`src/rtl/cla_pipe_adder_if.sv`:
```
// Operand/result handshake bundle for cla_pipe_adder.
// The master drives the operand beats and the result backpressure; the slave is the adder.
interface cla_pipe_adder_if #(
  parameter int unsigned WIDTH = 16,
  parameter int unsigned GROUP = 4
);
  logic                     in_valid;
  logic                     in_ready;
  logic [WIDTH-1:0]         a;
  logic [WIDTH-1:0]         b;
  logic                     cin;
  logic                     sub;
  logic                     out_valid;
  logic                     out_ready;
  logic [WIDTH-1:0]         sum;
  logic                     cout;
  logic                     ovf;
  logic [WIDTH/GROUP-1:0]   grp_g;
  logic [WIDTH/GROUP-1:0]   grp_p;

  modport master (
    output in_valid, a, b, cin, sub, out_ready,
    input  in_ready, out_valid, sum, cout, ovf, grp_g, grp_p
  );

  modport slave (
    input  in_valid, a, b, cin, sub, out_ready,
    output in_ready, out_valid, sum, cout, ovf, grp_g, grp_p
  );
endinterface

```
`src/rtl/cla_pipe_adder.sv`:
```
// Two-stage pipelined carry-lookahead adder/subtractor with valid/ready flow control.
// Stage 1 registers per-bit generate/propagate; stage 2 resolves group lookahead into the result.
module cla_pipe_adder #(
  parameter int unsigned WIDTH = 16,
  parameter int unsigned GROUP = 4
) (
  input logic              clk,
  input logic              rst_n,
  cla_pipe_adder_if.slave  bus
);
  localparam int unsigned NGRP = WIDTH / GROUP;

  if ((WIDTH % GROUP) != 0) begin : g_width_check
    $error("cla_pipe_adder: WIDTH must be a multiple of GROUP");
  end

  logic             s1_valid_q, s1_valid_d;
  logic [WIDTH-1:0] g_q, g_d, p_q, p_d;
  logic             c0_q, c0_d;

  logic             out_valid_q, out_valid_d;
  logic [WIDTH-1:0] sum_q, sum_d;
  logic             cout_q, cout_d;
  logic             ovf_q, ovf_d;
  logic [NGRP-1:0]  grp_g_q, grp_g_d, grp_p_q, grp_p_d;

  logic             s2_en;
  logic             accept;
  logic [WIDTH-1:0] b_eff;
  logic [WIDTH:0]   c;
  logic [NGRP-1:0]  grp_g, grp_p;
  logic             run_c, grp_c, gk, pk;

  assign s2_en        = !out_valid_q || bus.out_ready;
  assign bus.in_ready = !s1_valid_q || s2_en;
  assign accept       = bus.in_valid && bus.in_ready;

  always_comb begin
    b_eff      = bus.sub ? ~bus.b : bus.b;
    s1_valid_d = s1_valid_q;
    g_d        = g_q;
    p_d        = p_q;
    c0_d       = c0_q;
    if (accept) begin
      s1_valid_d = 1'b1;
      g_d        = bus.a & b_eff;
      p_d        = bus.a ^ b_eff;
      c0_d       = bus.sub | bus.cin;
    end else if (s2_en) begin
      s1_valid_d = 1'b0;
    end
  end

  // Group carries chain through G/P only; bits inside a group are resolved from that group's carry-in.
  always_comb begin
    c     = '0;
    grp_g = '0;
    grp_p = '0;
    grp_c = c0_q;
    run_c = 1'b0;
    gk    = 1'b0;
    pk    = 1'b1;
    c[0]  = c0_q;
    for (int unsigned k = 0; k < NGRP; k++) begin
      gk    = 1'b0;
      pk    = 1'b1;
      run_c = grp_c;
      for (int unsigned i = 0; i < GROUP; i++) begin
        gk = g_q[k*GROUP+i] | (p_q[k*GROUP+i] & gk);
        pk = pk & p_q[k*GROUP+i];
        if (i < GROUP - 1) begin
          run_c = g_q[k*GROUP+i] | (p_q[k*GROUP+i] & run_c);
          c[k*GROUP+i+1] = run_c;
        end
      end
      grp_g[k] = gk;
      grp_p[k] = pk;
      grp_c    = gk | (pk & grp_c);
      c[(k+1)*GROUP] = grp_c;
    end
  end

  always_comb begin
    out_valid_d = out_valid_q;
    sum_d       = sum_q;
    cout_d      = cout_q;
    ovf_d       = ovf_q;
    grp_g_d     = grp_g_q;
    grp_p_d     = grp_p_q;
    if (s2_en) begin
      out_valid_d = s1_valid_q;
      if (s1_valid_q) begin
        sum_d   = p_q ^ c[WIDTH-1:0];
        cout_d  = c[WIDTH];
        ovf_d   = c[WIDTH] ^ c[WIDTH-1];
        grp_g_d = grp_g;
        grp_p_d = grp_p;
      end
    end
  end

  always_ff @(posedge clk) begin
    if (!rst_n) begin
      s1_valid_q  <= 1'b0;
      g_q         <= '0;
      p_q         <= '0;
      c0_q        <= 1'b0;
      out_valid_q <= 1'b0;
      sum_q       <= '0;
      cout_q      <= 1'b0;
      ovf_q       <= 1'b0;
      grp_g_q     <= '0;
      grp_p_q     <= '0;
    end else begin
      s1_valid_q  <= s1_valid_d;
      g_q         <= g_d;
      p_q         <= p_d;
      c0_q        <= c0_d;
      out_valid_q <= out_valid_d;
      sum_q       <= sum_d;
      cout_q      <= cout_d;
      ovf_q       <= ovf_d;
      grp_g_q     <= grp_g_d;
      grp_p_q     <= grp_p_d;
    end
  end

  assign bus.out_valid = out_valid_q;
  assign bus.sum       = sum_q;
  assign bus.cout      = cout_q;
  assign bus.ovf       = ovf_q;
  assign bus.grp_g     = grp_g_q;
  assign bus.grp_p     = grp_p_q;
endmodule
```
`src/flat_wrapper.sv`:
```
// flat-port wrapper written by rule: the top's interface ports become plain ports
module cla_pipe_adder_flat 
#(
  parameter int unsigned WIDTH = 16,
  parameter int unsigned GROUP = 4
)
  (clk, rst_n, bus_in_valid, bus_a, bus_b, bus_cin, bus_sub, bus_out_ready, bus_in_ready, bus_out_valid, bus_sum, bus_cout, bus_ovf, bus_grp_g, bus_grp_p);
  cla_pipe_adder_if #(.WIDTH(WIDTH), .GROUP(GROUP)) bus_i ();
  input logic clk;
  input logic rst_n;
  input wire logic [$bits(bus_i.in_valid)-1:0] bus_in_valid;
  input wire logic [$bits(bus_i.a)-1:0] bus_a;
  input wire logic [$bits(bus_i.b)-1:0] bus_b;
  input wire logic [$bits(bus_i.cin)-1:0] bus_cin;
  input wire logic [$bits(bus_i.sub)-1:0] bus_sub;
  input wire logic [$bits(bus_i.out_ready)-1:0] bus_out_ready;
  output wire logic [$bits(bus_i.in_ready)-1:0] bus_in_ready;
  output wire logic [$bits(bus_i.out_valid)-1:0] bus_out_valid;
  output wire logic [$bits(bus_i.sum)-1:0] bus_sum;
  output wire logic [$bits(bus_i.cout)-1:0] bus_cout;
  output wire logic [$bits(bus_i.ovf)-1:0] bus_ovf;
  output wire logic [$bits(bus_i.grp_g)-1:0] bus_grp_g;
  output wire logic [$bits(bus_i.grp_p)-1:0] bus_grp_p;
  assign bus_i.in_valid = bus_in_valid;
  assign bus_i.a = bus_a;
  assign bus_i.b = bus_b;
  assign bus_i.cin = bus_cin;
  assign bus_i.sub = bus_sub;
  assign bus_i.out_ready = bus_out_ready;
  assign bus_in_ready = bus_i.in_ready;
  assign bus_out_valid = bus_i.out_valid;
  assign bus_sum = bus_i.sum;
  assign bus_cout = bus_i.cout;
  assign bus_ovf = bus_i.ovf;
  assign bus_grp_g = bus_i.grp_g;
  assign bus_grp_p = bus_i.grp_p;
  cla_pipe_adder #(.WIDTH(WIDTH), .GROUP(GROUP)) u_core (.clk(clk), .rst_n(rst_n), .bus(bus_i));
endmodule
```
`config.mk`:
```
export PLATFORM = sky130hd
export DESIGN_NAME = cla_pipe_adder_flat
export DESIGN_NICKNAME = d
export VERILOG_FILES = /design/src/rtl/cla_pipe_adder_if.sv /design/src/rtl/cla_pipe_adder.sv /design/src/flat_wrapper.sv
export SDC_FILE = /design/constraint.sdc
export NUM_CORES = 1
export LEC_CHECK = 0
export CAP_MARGIN = 10
export CORE_MARGIN = 2
export CORE_UTILIZATION = 40
export CTS_BUF_LIST = sky130_fd_sc_hd__clkbuf_4 sky130_fd_sc_hd__clkbuf_8 sky130_fd_sc_hd__clkbuf_16
export CTS_CLUSTER_DIAMETER = 40
export DETAILED_ROUTE_END_ITERATION = 10
export PLACE_DENSITY = 0.76
export SETUP_SLACK_MARGIN = 0.3
export SLEW_MARGIN = 10
export SYNTH_ARGS = -nofsm -noshare
export SYNTH_HDL_FRONTEND = slang
export SYNTH_SLANG_ARGS = --single-unit
```
`constraint.sdc`:
```
create_clock -name clk -period 6.86 [get_ports clk]
set_input_delay 2.058 -clock clk [delete_from_list [all_inputs] [get_ports clk]]
set_output_delay 2.058 -clock clk [all_outputs]
set_load 0.01 [all_outputs]
```
### Word-level counts from Yosys, hierarchy flattened

Index checks and enable logic that the tools add are counted.
Widths: inputs -> output; s select.

* add/subtract/negate cells: 0
* $mul: 0
* divide/modulo/power cells: 0
* order comparisons: 0
* eq/ne operators: 0
* shifts and indexed selects: 0
* muxes and demuxes: 3
* bitwise logic cells: 74
* reductions and logical operators: 7

Operator list (count)
* $and 1x1->1: 40
* $xor 16x16->16: 2
* $or 1x1->1: 29
* $and 16x16->16: 1
* $mux 16: 1
* $not 16->16: 1
* $logic_not 1->1: 2
* $logic_or 1x1->1: 2
* $mux 1: 2
* $reduce_and 2->1: 1
* $reduce_bool 2->1: 1
* $logic_and 1x1->1: 1
* $xor 1x1->1: 1

* register bits after elaboration: 61
* bits in latches: 0
* memory bits (writable): 0
* bits in read-only memories: 0
* input port bits: 38
* output and inout port bits: 28
* logic and storage cells: 94
* memories: 0

### Depth between registers and ports, before layout

* depth in word-level cells: 18
* gate-level depth with buffers: 12
* gate-level depth less buffers: 12

### Worst setup path after synthesis

No wires, ideal clock.

* kind: input port to output port
* from: input bus_out_ready
* to: output bus_in_ready
* arrival time: 2393 ps
* path slack: 2409 ps
* stages on the path: 2
* buffers on the path: 0
* path through: and2b_1 nand2_1

* cells in the longest elaborated chain, start to end: 2

Ends and longest elaborated chain
* start, declared: line flat_wrapper.sv:16 `input wire logic [$bits(bus_i.out_ready)-1:0] bus_out_ready;`
* $logic_or 1x1->1: line cla_pipe_adder.sv:34 `assign s2_en = !out_valid_q || bus.out_ready;`
* $logic_or 1x1->1: line cla_pipe_adder.sv:35 `assign bus.in_ready = !s1_valid_q || s2_en;`
* end, declared: line flat_wrapper.sv:17 `output wire logic [$bits(bus_i.in_ready)-1:0] bus_in_ready;`

No other way between the ends.

### Final worst setup path

Same ends and word-level chain as after synthesis.

==> results.cfg <==
[run_status]
outcome = finished clean

[synthesis]
syn_avg_cell_area_um2 = 8.726
yosysSeqAreaShare_pct = 39.76
syn_inst = 352
synth_compound_area_share_pct = 20.49
ys_warn_count = 0
syn-num-nets = 418
yosysTopAreaCellShare_pct = 39.76
netlist_top_cells_area = dfxtp_1 40%, nand2_1 14%, ha_1 11%, a21boi_0 8.1%, xor2_1 4.6%
synth_area_leader_cell = dfxtp_1
synth_cell_types = 35
muxShareOfSynthArea_pct = 0
syn-cell-area_mm2 = 0.003072
synth_fa_ha_area_share_pct = 11.41
synthSimpleGateAreaFrac_pct = 19.43
synthXorXnorAreaFrac_pct = 5.703
synth_top_family_by_area = compound AO/OA/AOI/OAI gates
synth-seq-cells = 61

[clock_tree]
clk_pin_slew_ps = 60
cts_buffers = 9
htreeDepth = 3
clockRootBuffer = clkbuf_8
post_cts_buffers = 0
tritoncts = built
cts_hold_buf = 0
clockBufferDepth = 2
post_cts_resize_count = 0
cts.sinks = 61
clkLatencyLatePin_ps = 330

[global_routing]
grt_pass1_wl_um = 10810
grtUsageTotal_pct = 16.05
antenna_found_initial = 0
grt.overflow.total = 0
grt_max_degree = 64
grt_pass1_vias = 2330

[timing]
max_slew_margin_pct = 25.61
holdWs_ps = 456.9
clock_skew_ps = 4.147
setup_slack_ps = 1410
post-route-period-util_pct = 79.45
layout_min_cycle_time_ps = 5450
fmax_mhz = 183.5
hold_violations = 0
setup_viol = 0
worst_pin_slew_ps = 1113
maxSlewViolCount = 0
tns_ps = 0
rsz0062_at_grt = no

[finish]
drive_above_1_share_pct = 7.729
antenna_cells = 0
nets = 476
multi_input_area_mm2 = 0.001752
fillers = 655
area.sequential_mm2 = 0.001221
syn2layout_area_growth_pct = 29.12

[power_and_ir_drop]
p_per_area_mw_per_mm2 = 207.6
max-vdd-ir-drop_v = 0.00009811
p_leak_nw = 1.643

[die]
fp-row-count = 31
core_mm2 = 0.007331
ios = 66
start_util_pct = 41.90
floorplan.die_area_mm2 = 0.008396
dieWidth_um = 91.63
die_height_um = 91.63

[placement]
dpl.hpwl_um = 4729
place.port_buffers = 65
post-place-ws_ps = 1410
gp_congestion = 0.8365

[critical_path]
critPathRequiredTime_ps = 4800
worstPathArrival_ps = 3390
critPathMaxFanout = 3
cp-start-kind = primary input
crit_path_end_kind = output pin
r2r-end = u_core.bus.sum[15]
rrSetupSlack_ps = 4040
criticalPathCategory = primary input to output pin
worstRegToRegCells = 12
critPathCapture = bus_in_ready
r2r-start = u_core.p_q[3]
worstSetupStartpoint = bus_out_ready

[route]
dr.pass1.iters = 4
drt_wl_total_um = 6383
vias = 2502
viasPerCell = 4.877
routedWlPerCell_um = 12.44
drt_iter0_markers = 113
detail-route-antenna-nets = 0
drc = 0

[worst_hold_path]
hold_class = flop to flop
hold_path_depth = 2

[run]
drv_cap = 0
-- layout make-up --
cell class,count,area share [%]
clock buffer,13,3.880
clock inverter,2,0.8833
inverter,4,0.3785
multi-input combinational,267,44.16
sequential,61,30.79
tap,99,3.123
timing repair buffer,67,16.78
-- Yosys cell counts, drive strengths merged --
master and n:
and2 5, o221a 1, o221ai 1, o211ai 1
o21a 3, and2b 1, inv 4, a21boi 50
clkbuf 13, xor2 16, a21oi 9, or2 9
o21ai 6, dfxtp 61, ha 28, and3 1
xnor2 4, nand4b 1, a2111o 1, nor2 4
a21o 3, nand2b 1, nand2 112, buf 7
o311a 1, o211a 3, a32oi 1, nand4 4
nand3 1
-- layer usage --
layer  vias up  part of all wire, %  track usage [%]
met5         -                    0                0
met1      1139                   49            21.69
met3         6                  5.0            4.684
li1       1294                    -                -
met4         0                  1.0            4.924
met2        63                   45            24.75
-- where the power goes --
group	leakage (nW)	total, mW	internal, mW	switching, mW
clock network	0.101	0.305	0.181	0.123
logic	1.04	0.126	0.0670	0.0594
registers	0.498	0.393	0.374	0.0183
total	1.64	0.824	0.623	0.201
-- registers in the layout, summed over array words and instances, names as in the netlist --
register / flops
u_core.bus.ovf: 1
u_core.bus.grp_p: 4
u_core.bus.grp_g: 4
u_core.c0_q: 1
u_core.p_q: 16
u_core.g_q: 16
u_core.bus.sum: 16
u_core.s1_valid_q: 1
u_core.bus.out_valid: 1
u_core.bus.cout: 1
-- kinds of logic (layout without fill, tap and decap cells) --
logic type      after synthesis  in the layout
buf+inv                      24             86
xor+xnor                     20             20
compound gates               80             80
fa+ha+maj                    28             28
simple gates                139            139
flops                        61             61
-- layout by cell type, fill, tap and decap left out, types with 5 or more instances in the layout --
master and instances:
xor2_1 16, o21ai_0 6, a21boi_1 17, clkbuf_8 9, or2_2 8, clkdlybuf4s50_1 65, dfxtp_1 61, a21boi_0 33
ha_1 28, and2_1 5, nand2_1 112, a21oi_1 6
-- metrics by stage --
stage	instances	power (mW)	util (%)	cell area, um^2
after floorplan	352	0.4709	-	3072
after global placement	498	0.5247	51.53	3777
after detailed placement	498	0.5269	51.53	3777
after CTS	513	0.8309	54.10	3966
after global routing	513	0.8683	54.10	3966
final	513	0.8235	54.10	3966
-- worst min-delay path by stage --
stage,slack (ps),start,end
2_1_floorplan,440,u_core.g_q[15],u_core.g_q[15]
3_3_place_gp,450,u_core.g_q[15],u_core.g_q[15]
3_5_place_dp,450,u_core.g_q[15],u_core.g_q[15]
4_1_cts,460,u_core.g_q[15],u_core.g_q[15]
5_1_grt,490,u_core.bus.sum[5],u_core.bus.sum[5]
6_report,460,u_core.g_q[15],u_core.g_q[15]
-- critical path: stages --
cell and delay, ps:
clkdlybuf4s50_1 470, and2b_1 220, nand2_1 110, clkdlybuf4s50_1 540
Note: power is estimated with default switching activity, not from simulation.
